File: config.mk
export PLATFORM = sky130hd
export DESIGN_NAME = game_round_sched
export DESIGN_NICKNAME = d
export VERILOG_FILES = /design/src/rtl/game_pkg.sv /design/src/rtl/round_countdown.sv /design/src/rtl/game_round_sched.sv
export SDC_FILE = /design/constraint.sdc
export NUM_CORES = 1
export LEC_CHECK = 0
export CELL_PAD_IN_SITES_DETAIL_PLACEMENT = 0
export CELL_PAD_IN_SITES_GLOBAL_PLACEMENT = 1
export CORE_MARGIN = 3
export CORE_UTILIZATION = 35
export CTS_BUF_LIST = sky130_fd_sc_hd__clkbuf_2
export DETAILED_ROUTE_END_ITERATION = 10
export DONT_BUFFER_PORTS = 1
export GPL_TIMING_DRIVEN = 0
export PLACE_DENSITY = 0.71
export SLEW_MARGIN = 10
export SYNTH_ARGS = -nofsm -noshare
export SYNTH_HDL_FRONTEND = slang
export SYNTH_SLANG_ARGS = --single-unit
File: constraint.sdc
create_clock -name clk -period 2.8 [get_ports clk]
set_input_delay 0 -clock clk [delete_from_list [all_inputs] [get_ports clk]]
set_output_delay 0 -clock clk [all_outputs]
set_load 0.1 [all_outputs]
File: src/rtl/game_pkg.sv
// Shared types and helpers for the whack-a-mole round sequencer.
package game_pkg;

  typedef enum logic [2:0] {
    IDLE    = 3'd0,
    FETCH   = 3'd1,
    SHOW    = 3'd2,
    PENALTY = 3'd3,
    OVER    = 3'd4
  } sched_state_t;

  localparam logic [1:0] MAX_LEVEL = 2'd3;

  // Round length for a level, floored at rmin; done wide so the subtraction never wraps.
  function automatic int round_preset(input logic [1:0] lvl, input int base,
                                      input int step, input int rmin);
    int dec;
    int len;
    dec = int'(lvl) * step;
    if (dec >= base) begin
      len = rmin;
    end else if (base - dec < rmin) begin
      len = rmin;
    end else begin
      len = base - dec;
    end
    return len;
  endfunction

endpackage

File: src/rtl/round_countdown.sv
// Loadable down-counter that parks at zero; used for the round and penalty timers.
module round_countdown #(
  parameter int TW = 16
) (
  input  logic          clk,
  input  logic          rst,
  input  logic          load,
  input  logic [TW-1:0] load_val,
  input  logic          en,
  output logic [TW-1:0] count,
  output logic          zero
);

  // Load wins over decrement; the count never wraps below zero.
  always_ff @(posedge clk or posedge rst) begin
    if (rst) begin
      count <= '0;
    end else if (load) begin
      count <= load_val;
    end else if (en && (count != '0)) begin
      count <= count - TW'(1);
    end
  end

  assign zero = (count == '0);

endmodule

File: src/rtl/game_round_sched.sv
// Whack-a-mole session sequencer: pattern handshake, round timing, score/lives/level.
// Optional GAME_PAUSE_EN adds a pause input that freezes SHOW and PENALTY.
module game_round_sched
  import game_pkg::*;
#(
  parameter int TW          = 16,
  parameter int ROUND_BASE  = 5000,
  parameter int ROUND_STEP  = 1000,
  parameter int ROUND_MIN   = 2000,
  parameter int LEVEL_HITS  = 5,
  parameter int MAX_LIVES   = 3,
  parameter int PENALTY_CYC = 500
) (
  input  logic          clk,
  input  logic          rst,
  input  logic          start,
  input  logic          pat_ack,
  input  logic          hit,
  input  logic          wrong,
`ifdef GAME_PAUSE_EN
  input  logic          pause,
`endif
  output logic          pat_req,
  output logic          show,
  output logic [2:0]    num_lit,
  output logic [TW-1:0] round_left,
  output logic [7:0]    score,
  output logic [2:0]    lives,
  output logic [1:0]    level,
  output logic          game_over
);

  sched_state_t  state_r;
  logic [7:0]    hcnt_r;
  logic          pause_s;
  logic          hit_ev_s;
  logic          miss_ev_s;
  logic          round_load_s;
  logic          round_en_s;
  logic          round_zero_s;
  logic          pen_load_s;
  logic          pen_en_s;
  logic          pen_zero_s;
  logic [TW-1:0] pen_cnt_s;
  logic [TW-1:0] preset_s;

`ifdef GAME_PAUSE_EN
  assign pause_s = pause;
`else
  assign pause_s = 1'b0;
`endif

  assign preset_s = TW'(round_preset(level, ROUND_BASE, ROUND_STEP, ROUND_MIN));

  // Event decode and timer controls; hit outranks wrong, which outranks expiry.
  always_comb begin
    hit_ev_s     = 1'b0;
    miss_ev_s    = 1'b0;
    round_load_s = 1'b0;
    round_en_s   = 1'b0;
    pen_load_s   = 1'b0;
    pen_en_s     = 1'b0;
    case (state_r)
      FETCH: begin
        round_load_s = pat_ack;
      end
      SHOW: begin
        round_en_s = !pause_s;
        hit_ev_s   = !pause_s && hit;
        miss_ev_s  = !pause_s && !hit && (wrong || round_zero_s);
        pen_load_s = miss_ev_s && (lives != 3'd1);
      end
      PENALTY: begin
        pen_en_s = !pause_s && (pen_cnt_s != '0);
      end
      default: begin
        round_load_s = 1'b0;
      end
    endcase
  end

  round_countdown #(.TW(TW)) u_round_timer (
    .clk      (clk),
    .rst      (rst),
    .load     (round_load_s),
    .load_val (preset_s),
    .en       (round_en_s),
    .count    (round_left),
    .zero     (round_zero_s)
  );

  round_countdown #(.TW(TW)) u_penalty_timer (
    .clk      (clk),
    .rst      (rst),
    .load     (pen_load_s),
    .load_val (TW'(PENALTY_CYC - 1)),
    .en       (pen_en_s),
    .count    (pen_cnt_s),
    .zero     (pen_zero_s)
  );

  // Session state machine with all outputs registered.
  always_ff @(posedge clk or posedge rst) begin
    if (rst) begin
      state_r   <= IDLE;
      pat_req   <= 1'b0;
      show      <= 1'b0;
      num_lit   <= 3'd1;
      score     <= 8'd0;
      lives     <= 3'd0;
      level     <= 2'd0;
      game_over <= 1'b0;
      hcnt_r    <= 8'd0;
    end else begin
      num_lit <= {1'b0, level} + 3'd1;
      case (state_r)
        IDLE, OVER: begin
          if (start) begin
            state_r   <= FETCH;
            pat_req   <= 1'b1;
            show      <= 1'b0;
            game_over <= 1'b0;
            score     <= 8'd0;
            lives     <= 3'(MAX_LIVES);
            level     <= 2'd0;
            hcnt_r    <= 8'd0;
          end
        end
        FETCH: begin
          if (pat_ack) begin
            state_r <= SHOW;
            pat_req <= 1'b0;
            show    <= 1'b1;
          end
        end
        SHOW: begin
          if (hit_ev_s) begin
            state_r <= FETCH;
            pat_req <= 1'b1;
            show    <= 1'b0;
            if (score != 8'hFF) begin
              score <= score + 8'd1;
            end
            if ((hcnt_r + 8'd1 == 8'(LEVEL_HITS)) && (level < MAX_LEVEL)) begin
              level  <= level + 2'd1;
              hcnt_r <= 8'd0;
            end else if (hcnt_r + 8'd1 >= 8'(LEVEL_HITS)) begin
              hcnt_r <= 8'(LEVEL_HITS - 1);
            end else begin
              hcnt_r <= hcnt_r + 8'd1;
            end
          end else if (miss_ev_s) begin
            show   <= 1'b0;
            lives  <= lives - 3'd1;
            hcnt_r <= 8'd0;
            if (lives == 3'd1) begin
              state_r   <= OVER;
              game_over <= 1'b1;
            end else begin
              state_r <= PENALTY;
            end
          end
        end
        PENALTY: begin
          if (!pause_s && pen_zero_s) begin
            state_r <= FETCH;
            pat_req <= 1'b1;
          end
        end
        default: begin
          state_r <= IDLE;
        end
      endcase
    end
  end

endmodule

# Yosys cells after proc, flatten, opt, wreduce, memory -nomap -nowiden
# Index checks and enable logic that the tools add are counted.
dict set report word_totals {
  out_inout_bits 35
  input_bits 6
  reg_bits 62
}
dict set report classes {
  order_cmp 4
  n_mux 50
  n_eq_ne 18
  addsub 8
  reduce_logical 26
  multipliers 1
}
# operator n
set op_table {}
lappend op_table {{2-to-1 mux 16 bit} 6}
lappend op_table {{2-to-1 mux 8 bit} 7}
lappend op_table {{zero test 16 bit} 2}
lappend op_table {{one-hot mux 8 bit (2 select lines)} 2}
lappend op_table {{nonzero test 16 bit} 2}
lappend op_table {{subtractor 16 x 1 -> 16 bit (second input constant)} 2}
lappend op_table {{2-to-1 mux 3 bit} 9}
lappend op_table {{AND reduction 4 bit} 5}
lappend op_table {{!= test 2 bit (second input constant)} 9}
lappend op_table {{2-to-1 mux 1 bit} 17}
lappend op_table {{adder 8 x 1 -> 8 bit (second input constant)} 2}
lappend op_table {{< comparator 14 x 12 -> 1 bit (second input constant)} 1}
lappend op_table {{subtractor 13 x 12 -> 14 bit (first input constant)} 1}
lappend op_table {{>= comparator 12 x 13 -> 1 bit (second input constant)} 1}
lappend op_table {{one-hot mux 3 bit (4 select lines)} 1}
lappend op_table {{AND reduction 5 bit} 2}
lappend op_table {{multiplier 2 x 7 -> 9 bit (second input constant)} 1}
lappend op_table {{== test 8 x 3 -> 1 bit (second input constant)} 1}
lappend op_table {{>= comparator 8 x 3 -> 1 bit (second input constant)} 1}
lappend op_table {{!= test 8 bit (second input constant)} 1}
lappend op_table {{== test 3 x 1 -> 1 bit (second input constant)} 2}
lappend op_table {{== test 3 x 2 -> 1 bit (second input constant)} 2}
lappend op_table {{2-to-1 mux 2 bit} 3}
lappend op_table {{one-hot mux 3 bit (2 select lines)} 1}
lappend op_table {{other kinds (20)} 26}

# Longest topological paths before layout
# Gate-level depths: netlist of run 1.
dict set report logic_depth {
  ltp_word 7
  depth_mapped 8
  depth_no_buf 7
}

# Cells and area by module
# From an unflattened synthesis of run 1, not the netlist that was laid out.
dict set report hier_totals {
  hier_cells 429
  hier_area_um2 3906.2
}
# mod seq_area_each_um2 area_per_inst_um2 n_inst cells_per_inst
set modules_own_cells {}
lappend modules_own_cells {game_round_sched 752.0 1747.9 1 184}
lappend modules_own_cells {{round_countdown (u_round_timer)} 400.4 1123.6 1 123}
lappend modules_own_cells {{round_countdown (u_penalty_timer)} 400.4 1034.7 1 122}

# Worst setup path before layout of run 1
# OpenSTA, ideal clock, no wires.
dict set report synth_path {
  kind {reg-to-reg}
  start {register u_round_timer.count[6]}
  end {register u_round_timer.count[12]}
  arrival_ns 2.472
  n_path_buf 1
  setup_slack_ns 0.204
  path_stages_with_launch 7
  period_less_slack_ns 2.596
  cell_sequence {dfrtp_1 > nor4_1 > nand4_1 > o21ai_0 > buf_2 > a22oi_1 > o221a_2}
}
dict set report synth_between {
  elab_chain_cells 3
  word_cells_on_any_way 6
  classes_between {add/sub: 1; mux: 2; reduce/logical: 3}
}
# element line
set synth_rtl {}
lappend synth_rtl {{start, declared} round_countdown.sv:10} ;# output logic [TW-1:0] count,
lappend synth_rtl {{start signal, assigned} round_countdown.sv:19} ;# count <= load_val;
lappend synth_rtl {{start signal, assigned} round_countdown.sv:21} ;# count <= count - TW'(1);
lappend synth_rtl {{subtractor 16 x 1 -> 16 bit or nonzero test 16 bit (tied branches)} {round_countdown.sv:21, round_countdown.sv:20}}
lappend synth_rtl {{2-to-1 mux 16 bit or logical AND 1 bit (tied branches)} round_countdown.sv:20} ;# end else if (en && (count != '0)) begin
lappend synth_rtl {{2-to-1 mux 16 bit or nonzero test 2 bit (tied branches)} n/a}
# Parallel ways exist; a longest one is shown, timed or not. The select of a mux whose other input is x is not followed.
# A chain may end at the register's enable or synchronous reset.

# Worst setup path in the final report of run 1
dict set report layout_path {
  start {register u_round_timer.count[14]}
  end {register u_round_timer.count[12]}
}
dict set report layout_between {
  elab_chain_cells 3
}
# element line
set layout_rtl {}
lappend layout_rtl {{nonzero test 16 bit} round_countdown.sv:20}
lappend layout_rtl {{logical AND 1 bit} round_countdown.sv:20}
lappend layout_rtl {{nonzero test 2 bit (no source line)} n/a}
# Every way passes these cells.

==> results of run 1 <==
-- per-layer routing --
metal / up-vias / GRT usage [%]
met3: 7 / 5.77
met1: 1306 / 20.0
met5: - / 0
li1: 1361 / -
met4: 0 / 4.81
met2: 68 / 22.4
-- area by class of cell --
| class | instances | area (sq um) | share of cell area [%] |
|---|---|---|---|
| Buffer | 10 | 63.8 | 1.64 |
| Inverter | 17 | 66.3 | 1.70 |
| Clock inverter | 5 | 73.8 | 1.89 |
| Clock buffer | 11 | 55.1 | 1.41 |
| Multi-Input combinational cell | 279 | 1860 | 47.7 |
| Timing Repair Buffer | 5 | 50.0 | 1.28 |
| Sequential cell | 62 | 1570 | 40.2 |
| Tap cell | 129 | 161 | 4.14 |
-- synthesized netlist by cell type, drive strengths merged, types with 5 or more instances --
| master | instances | share of area (%) |
|---|---|---|
| dfrtp | 61 | 44 |
| nor2 | 39 | 4.2 |
| nand2 | 24 | 2.6 |
| nand3 | 21 | 3.0 |
| inv | 17 | 1.8 |
| nor3 | 16 | 2.4 |
| xor2 | 16 | 4.0 |
| a21oi | 15 | 2.1 |
| o21ai | 14 | 2.0 |
| ha | 12 | 4.3 |
| xnor2 | 12 | 3.0 |
| nand4 | 10 | 1.8 |
| or4 | 8 | 1.8 |
| buf | 7 | 1.5 |
| nand2b | 7 | 1.3 |
| or3 | 7 | 1.4 |
| a21o | 5 | 1.1 |
| and2 | 5 | 0.89 |
| and3 | 5 | 0.89 |
| nor3b | 5 | 1.4 |
| nor4 | 5 | 0.89 |
-- timing repair --
action                                  in CTS  in global routing
endpoints found under the setup margin      38                 29
hold buffers                                 5                  0
gates resized for setup                      9                 11
endpoints found under the hold margin       96                  0
-- metrics by stage --
step | total power [mW] | hold slack, ns | setup TNS (ns) | std cells
6_report | 4.58 | 0.0605 | 0 | 518
5_1_grt | 4.89 | 0.0318 | 0 | 518
3_3_place_gp | 3.90 | 0.237 | -6.52 | 497
3_5_place_dp | 3.92 | 0.0908 | -7.73 | 497
2_1_floorplan | 3.56 | 0.210 | 0 | 368
4_1_cts | 4.59 | 0.0194 | 0 | 518
-- registers in the layout, indices dropped and copies added, names as in the netlist --
| signal | count |
|---|---|
| u_penalty_timer.count | 16 |
| u_round_timer.count | 16 |
| hcnt_r | 8 |
| score | 8 |
| lives | 3 |
| num_lit | 3 |
| state_r | 3 |
| level | 2 |
| game_over | 1 |
| pat_req | 1 |
| show | 1 |
-- cells by family after synthesis --
kind of cell    count (synthesis)
compound gates                 64
xor+xnor                       28
fa+ha+maj                      12
buf+inv                        27
flops                          62
mux                             4
simple gates                  171
-- worst paths after layout --
kind / to / slack (ns) / depth (start not counted)
hold reg to reg: hcnt_r[6] / 0.53 / 1
hold / removal: u_round_timer.count[12] / 0.06 / 3
min in group asynchronous: u_penalty_timer.count[0] / 0.08 / 2
setup / recovery: u_round_timer.count[12] / 0.21 / 5
setup reg to reg: u_round_timer.count[12] / 0.21 / 5
max in group asynchronous: u_round_timer.count[8] / 2.14 / 2
-- power groups by stage --
| stage | logic [mW] | registers, mW | clock network (mW) |
|---|---|---|---|
| floorplan | 1.05 | 2.51 | 0 |
| global placement | 1.29 | 2.61 | 0 |
| detailed placement | 1.31 | 2.61 | 0 |
| CTS | 1.33 | 2.61 | 0.649 |
| global route | 1.53 | 2.67 | 0.689 |
| finish | 1.33 | 2.61 | 0.631 |
-- layout by cell type, fill, tap and decap left out, types with 3 or more instances in the layout --
master	n
a21o_1	5
xnor2_1	12
o211ai_1	3
nor3b_1	3
nor3_1	14
nor4_1	3
nor2_1	39
or4_1	7
clkbuf_2	11
dfrtp_2	11
dfrtp_1	49
inv_1	16
nand3_1	21
ha_1	12
o31ai_1	3
nand2_1	24
dlygate4sd3_1	5
clkbuf_1	3
or3_2	3
a211oi_1	4
nand4_1	10
xor2_1	16
a31oi_1	4
and2_1	5
nor2b_1	4
nand2b_1	7
o21ai_0	13
a21oi_1	14
or3_1	4
and3_1	5
buf_2	3
-- worst max-delay path, cell delays in order, from the launching register on --
cell	delay [ns]
dfrtp_1	0.82
or4_1	0.74
o21ai_1	0.30
buf_2	0.27
a22oi_1	0.10
o221a_2	0.26
==> impl_metrics.ini, run 1 <==
[run_status]
status = complete, no violations

[floorplan]
rows = 35
start_util_pct = 37.0
pin_count = 41
die_h_um = 106
die_area_sq_mm = 0.0112
die_x_um = 106
coreArea_sq_mm = 0.00946

[clock_network]
post-cts-setup-buffer-count = 0
cts_tree = yes
clock_latency_ns = 0.51
clock-sinks = 62
h-tree-depth = 3
root_buffer = clkbuf_2
numCtsBuffers = 9
clk_path_buf_depth = 2
clk_pin_slew_worst_paths_ns = 0.16

[global_routing]
antenna_found_initial = 0
grt_max_degree = 63
grtUsageTotal_pct = 15.0
grt_pass1_wl_um = 13500
overflow = 0
first_global_vias = 2666

[placement]
pre_cts_ws_ns = -0.354
place_congestion = 0.778
numPortBuffers = 0
place_area_sq_mm = 0.00366
dpl.hpwl_um = 5620

[drt]
first_iter_violations = 160
drc = 0
postRouteWirelength_um = 7970
firstDrtPassIters = 5
via_per_inst = 5.29
highest_layer = met4
final_antenna_net_count = 0
wl_met1_um = 3840
route.met3.wl_um = 556
wl_met2_um = 3490
wire_per_inst_um = 15.4
dr_total_vias = 2742

[critical_path]
critical_path_required_ns = 3.19
timing.rr.start = u_round_timer.count[14]
endpoint_kind = flip-flop
startpoint = u_round_timer.count[14]
criticalPathCategory = flip-flop to flip-flop
cp-start-kind = flip-flop
critical_path.max_fanout = 10
cp.arrival_ns = 2.99

[pwr]
power_density_mw_per_mm2 = 1170
power.leakage_nw = 1.60
p_switching_mw = 2.56
internal_power_mw = 2.02
pwr-share-clk_pct = 13.8
p_comb_share_pct = 29.1
power.share.sequential_pct = 57.1
swShare_pct = 55.8
ir_worst_vdd_mv = 0.645

[timing]
hold_viol = 0
tightest_slew_ns = 1.04
fin_worst_skew_ns = 0.0333
clock.fmax_ghz = 0.385
rsz0062_at_grt = false
max_slew_margin_pct = 30.5
drv_slew = 0
period_share_pct = 92.7
finalWorstSetupSlack_ns = 0.206
layout_min_cycle_time_ns = 2.59
setup-violations-final = 0

[logic_synthesis]
synthCells = 368
synth_edf_count = 0
synthAdderAreaFrac_pct = 4.29
yosysUniqueCellTypes = 61
synth_async_sr_flop_share_pct = 100
ys_warn_count = 0
ys_dominant_reg_cell = dfrtp_1
syn_nets = 386
synthXorXnorAreaFrac_pct = 7.01
syn_area_sq_mm = 0.00350
yosys.area_share.simple_pct = 26.8
synth_top_family_by_area = simple AND/OR/NAND/NOR gates
synth_seq_area_share_pct = 44.4
ys_ff_latch = 62
synth_mux_area_share_pct = 1.22
synth_compound_area_share_pct = 12.7
syn_avg_cell_area_sq_um = 9.51

[job]
maxCapViolCount = 0

[worst_hold_path]
hp-class = input port to flip-flop
hp-start = pat_ack

[layout]
fin_area_sq_mm = 0.00390
final_util_pct = 41.3
n_antenna_cell = 0
areaGrowthSynthToFinish_pct = 11.5
fillers = 956
drive_above_1_share_pct = 15.2
fin_nets = 402
No activity file was read; power rests on OpenSTA's default activity.
==> inputs of run 2 (changes only) <==
- CORE_UTILIZATION: 35 -> 50
- PLACE_DENSITY: 0.71 -> 0.92
==> run 2 against run 1 <==
  * Setup slack got worse by 0.021 ns
  * Clock power shrank 0.6%
  * Count of clock-buffer cells in the layout decreased by 2
  * Flip-flop and latch count stayed put
  * Die area shrank 28%
  * Via count increased by 0.88%
  * Core utilization is 18 points higher
  * Sequential power about the same
  * Cell count decreased by 6.6%
  * Clock skew fell by 0.017 ns
  * Global-route usage increased by 6.2 points
  * Critical path depth stayed put
  * Critical endpoint is now u_penalty_timer.count[1]
  * Largest power group unchanged
==> impl_metrics.ini, run 2 (synthesized netlist as in run 1, its figures left out) <==
[run_status]
status = complete, no violations

[timing]
fin_worst_skew_ns = 0.0166
period_share_pct = 93.4
max_slew_margin_pct = 30.1
clock.fmax_ghz = 0.382
layout_min_cycle_time_ns = 2.62
tightest_slew_ns = 1.05
fin_tns_setup_ns = 0
rsz0062_at_grt = false
hold_viol = 0
setup-violations-final = 0
drv_slew = 0
finalWorstSetupSlack_ns = 0.185

[drt]
wire_per_inst_um = 15.9
via_per_inst = 5.71
dr_total_vias = 2766
first_iter_violations = 130
drc = 0
postRouteWirelength_um = 7690
firstDrtPassIters = 4
final_antenna_net_count = 0

[job]
maxCapViolCount = 0

[placement]
dpl.cell_count = 461
place_congestion = 0.816
dpl.hpwl_um = 5360
numPortBuffers = 0
pre_cts_ws_ns = -0.306

[clock_network]
clock_latency_ns = 0.49
clk_pin_slew_worst_paths_ns = 0.18
cts_tree = yes
numCtsBuffers = 9
clock-sinks = 62
h-tree-depth = 3
root_buffer = clkbuf_2
clk_path_buf_depth = 2

[layout]
n_antenna_cell = 0
fillers = 568
final_util_pct = 59.0
drive_above_1_share_pct = 14.6
final_cell_mix = dfrtp_1 (51), nor2_1 (39), nand2_1 (24)
areaGrowthSynthToFinish_pct = 10.8
fin_nets = 404
instances_no_fill = 484
final_common_cell = dfrtp_1
largestRegisters = u_penalty_timer.count: 16 flops, u_round_timer.count: 16 flops

[critical_path]
rr_worst_depth = 5
cp-start-kind = flip-flop
criticalPathCategory = flip-flop to flip-flop
timing.rr.start = u_round_timer.count[4]
cp.arrival_ns = 3.03
rr_endpoint = u_penalty_timer.count[1]
endpoint_kind = flip-flop
critical_path.max_fanout = 7
reg2reg_slack_ns = 0.18
critical_path_required_ns = 3.21

[worst_hold_path]
hold_depth = 5
hold_end = lives[1]
hp-class = input port to flip-flop
hp-start = wrong

[global_routing]
grt_max_degree = 63
antenna_found_initial = 0
grtUsageTotal_pct = 21.2
first_global_vias = 2726
overflow = 0
grt_pass1_wl_um = 13100

[floorplan]
die_area_sq_mm = 0.00804
rows = 29
pin_count = 41
die_h_um = 89.7
start_util_pct = 53.3
coreArea_sq_mm = 0.00657
die_x_um = 89.7

[pwr]
ir_worst_vdd_mv = 0.535
power_density_mw_per_mm2 = 1180
power.leakage_nw = 1.60
-- run 2: power breakdown --
part / switching [mW] / leakage [nW] / total (mW) / internal [mW]
clock: 0.339 / 0.0753 / 0.627 / 0.289
combinational: 0.774 / 0.762 / 1.33 / 0.560
sequential: 1.45 / 0.764 / 2.61 / 1.16
total: 2.56 / 1.60 / 4.57 / 2.01
-- run 2: per-stage QoR --
step / power, mW / hold WS (ns) / area [sq um]
after floorplan: 3.56 / 0.210 / 3500
after global placement: 3.85 / 0.226 / 3620
after detailed placement: 3.91 / 0.0671 / 3620
after CTS: 4.56 / 0.00236 / 3830
after global routing: 4.88 / 0.00704 / 3880
final: 4.57 / 0.0398 / 3880
-- run 2: final cells by class --
class | count | area, sq um | share of cell area [%]
Buffer | 10 | 63.8 | 1.65
Clock buffer | 9 | 45.0 | 1.16
Clock inverter | 7 | 88.8 | 2.29
Inverter | 17 | 66.3 | 1.71
Multi-Input combinational cell | 279 | 1860 | 48.0
Sequential cell | 62 | 1570 | 40.4
Tap cell | 93 | 116 | 3.00
Timing Repair Buffer | 7 | 70.1 | 1.81
-- run 2: worst max-delay path: stages, from the launching register on --
cell and delay, ns:
dfrtp_1 0.82, nor3_2 0.44, nand4_1 0.30, o32ai_4 0.47, nand3_1 0.32, o211ai_1 0.19
-- run 2: what timing repair did --
action                                  in CTS  in global routing
endpoints found under the hold margin       94                  1
resized for setup                            8                  9
hold buffers                                 6                  1
setup buffers                                0                  0
endpoints found under the setup margin      37                 31
gates cloned                                 0                  0
-- run 2: how the worst max path moves through the flow --
stage                            startpoint  slack [ns]  depth (start not counted)                        to
finish               u_round_timer.count[4]        0.18                          5  u_penalty_timer.count[1]
global route         u_round_timer.count[4]        0.02                          6   u_round_timer.count[12]
CTS                 u_round_timer.count[13]       0.006                          4  u_penalty_timer.count[1]
detailed placement   u_round_timer.count[6]       -0.31                          5  u_penalty_timer.count[1]
global placement     u_round_timer.count[6]       -0.27                          5  u_penalty_timer.count[1]
floorplan            u_round_timer.count[6]        0.20                          6   u_round_timer.count[12]
-- run 2: metal layers --
layer	part of all wire, %	vias to the layer above	wire, um	GRT usage, %
met5	0	-	0	0
met4	0.78	0	60	4.33
met3	7.2	5	556	8.30
met2	46	72	3530	33.6
met1	46	1319	3540	27.7
li1	-	1370	-	-
==> inputs of run 3 (changes only) <==
- CELL_PAD_IN_SITES_DETAIL_PLACEMENT: 0 -> unset
- CELL_PAD_IN_SITES_GLOBAL_PLACEMENT: 1 -> unset
- PLACE_DENSITY: 0.92 -> 0.76
==> run 3 against run 2 <==
  * Flip-flop and latch count is the same
  * Core utilization down 0.40 points
  * Register-to-register slack is essentially flat
  * Non-clock buffer count is 1 lower
  * Wire length fell by 2.2%
  * First-iteration DRC count up 25%
  * Critical endpoint is now u_round_timer.count[12]
  * Largest power group unchanged
==> impl_metrics.ini, run 3 (synthesized netlist as in run 1, its figures left out) <==
[clock_network]
clk_path_buf_depth = 2
root_buffer = clkbuf_2
numCtsBuffers = 9
cts_tree = yes
clock_latency_ns = 0.51
h-tree-depth = 3
clk_pin_slew_worst_paths_ns = 0.18
post-cts-setup-buffer-count = 0
clock-sinks = 62

[timing]
layout_min_cycle_time_ns = 2.60
fin_tns_setup_ns = 0
finalWorstSetupSlack_ns = 0.196
fin_worst_skew_ns = 0.0260
period_share_pct = 93.0
rsz0062_at_grt = false
clock.fmax_ghz = 0.384
max_slew_margin_pct = 29.6
setup-violations-final = 0
tightest_slew_ns = 1.06
drv_slew = 0
hold_viol = 0

[layout]
areaGrowthSynthToFinish_pct = 10.0
fin_nets = 403
largestRegisters = u_penalty_timer.count: 16 flops, u_round_timer.count: 16 flops
drive_above_1_share_pct = 15.1
final_cell_mix = dfrtp_1 (52), nor2_1 (39), nand2_1 (24)
final_util_pct = 58.6
final_common_cell = dfrtp_1
n_antenna_cell = 0

[drt]
final_antenna_net_count = 0
via_per_inst = 5.77
wire_per_inst_um = 15.6
first_iter_violations = 162
postRouteWirelength_um = 7530
dr_total_vias = 2789
drc = 0
firstDrtPassIters = 4

[critical_path]
cp-start-kind = flip-flop
critical_path.max_fanout = 10
critical_path_required_ns = 3.22
endpoint_kind = flip-flop
max_stage_delay_ns = 0.83
criticalPathCategory = flip-flop to flip-flop
crit_slowest_cell = dfrtp_1
crit_path_cell_trace = or4_1 > o21ai_2 > buf_2 > a22oi_1 > o221a_2
cp.arrival_ns = 3.03

[placement]
numPortBuffers = 0
dpl.hpwl_um = 5270
pre_cts_ws_ns = -0.296
place_congestion = 0.872

[pwr]
internal_power_mw = 1.92
ir_worst_vdd_mv = 0.569
power_density_mw_per_mm2 = 1170
power.share.sequential_pct = 58.1
swShare_pct = 57.2
p_switching_mw = 2.57
total_power_mw = 4.49
pwr-share-clk_pct = 12.0
power.leakage_nw = 1.59
p_comb_share_pct = 29.9

[floorplan]
pin_count = 41
start_util_pct = 53.3
die_h_um = 89.7
die_area_sq_mm = 0.00804
die_x_um = 89.7
coreArea_sq_mm = 0.00657
rows = 29

[global_routing]
grt_pass1_wl_um = 12700
grtUsageTotal_pct = 20.6
overflow = 0
first_global_vias = 2684
grt_max_degree = 63
antenna_found_initial = 0

[job]
maxCapViolCount = 0

[run_status]
status = complete, no violations

[worst_hold_path]
hp-class = input port to asynchronous set/reset pin
-- run 3: power groups by stage --
stage | Sequential, mW | Combinational, mW | Clock [mW]
after global routing | 2.67 | 1.53 | 0.602
final | 2.61 | 1.34 | 0.538
after detailed placement | 2.60 | 1.29 | 0
after global placement | 2.59 | 1.25 | 0
after CTS | 2.60 | 1.32 | 0.550
after floorplan | 2.51 | 1.05 | 0
-- run 3: timing repair --
action                                  in CTS  in global routing
pin swaps                                    0                  0
endpoints found under the setup margin      38                 31
resized for setup                            7                 11
endpoints found under the hold margin       94                  1
hold buffers                                 5                  1
-- run 3: path summary, 6_finish.rpt --
path                                           endpoint  cells past startpoint  slack, ns                     from
min in group clk                               score[3]                      4       0.09                      hit
worst min register to register                hcnt_r[5]                      1       0.53                hcnt_r[5]
worst max register to register  u_round_timer.count[12]                      5       0.20  u_round_timer.count[12]
worst max-delay path            u_round_timer.count[12]                      5       0.20  u_round_timer.count[12]
worst min-delay path            u_round_timer.count[15]                      2       0.06                      rst
max in group asynchronous                     game_over                      2       2.20                      rst
-- run 3: per-stage QoR --
| step | std cells | cell area, sq um | hold WS, ns |
|---|---|---|---|
| after global routing | 483 | 3850 | 0.0745 |
| after CTS | 482 | 3800 | 0.00560 |
| after floorplan | 368 | 3500 | 0.210 |
| after global placement | 461 | 3620 | 0.226 |
| after detailed placement | 461 | 3620 | 0.0567 |
| final | 483 | 3850 | 0.0620 |
-- run 3: worst max-delay path: cells and delay by family (launching register included) --
kind                   cells  cell delay (ns)
flip-flops                 1             0.83
AND/OR/NAND/NOR            1             0.83
AO/OA/AOI/OAI              3             0.61
buffers and inverters      1             0.25
-- run 3: layer usage --
metal / up-vias / GRT usage (%) / share of wire (%) / wire length [um]
met3: 9 / 6.75 / 7.4 / 555
met2: 74 / 31.6 / 46 / 3430
met5: - / 0 / 0 / 0
li1: 1364 / - / - / -
met4: 0 / 7.71 / 1.2 / 90
met1: 1342 / 27.3 / 46 / 3450
-- run 3: area by class of cell --
type | count | area (sq um)
tap | 93 | 116
multi-input combinational | 279 | 1870
clock inverter | 7 | 65.1
buffer | 10 | 63.8
inverter | 17 | 66.3
sequential | 62 | 1560
clock buffer | 9 | 45.0
timing repair buffer | 6 | 60.1
fill | 564 | 2720
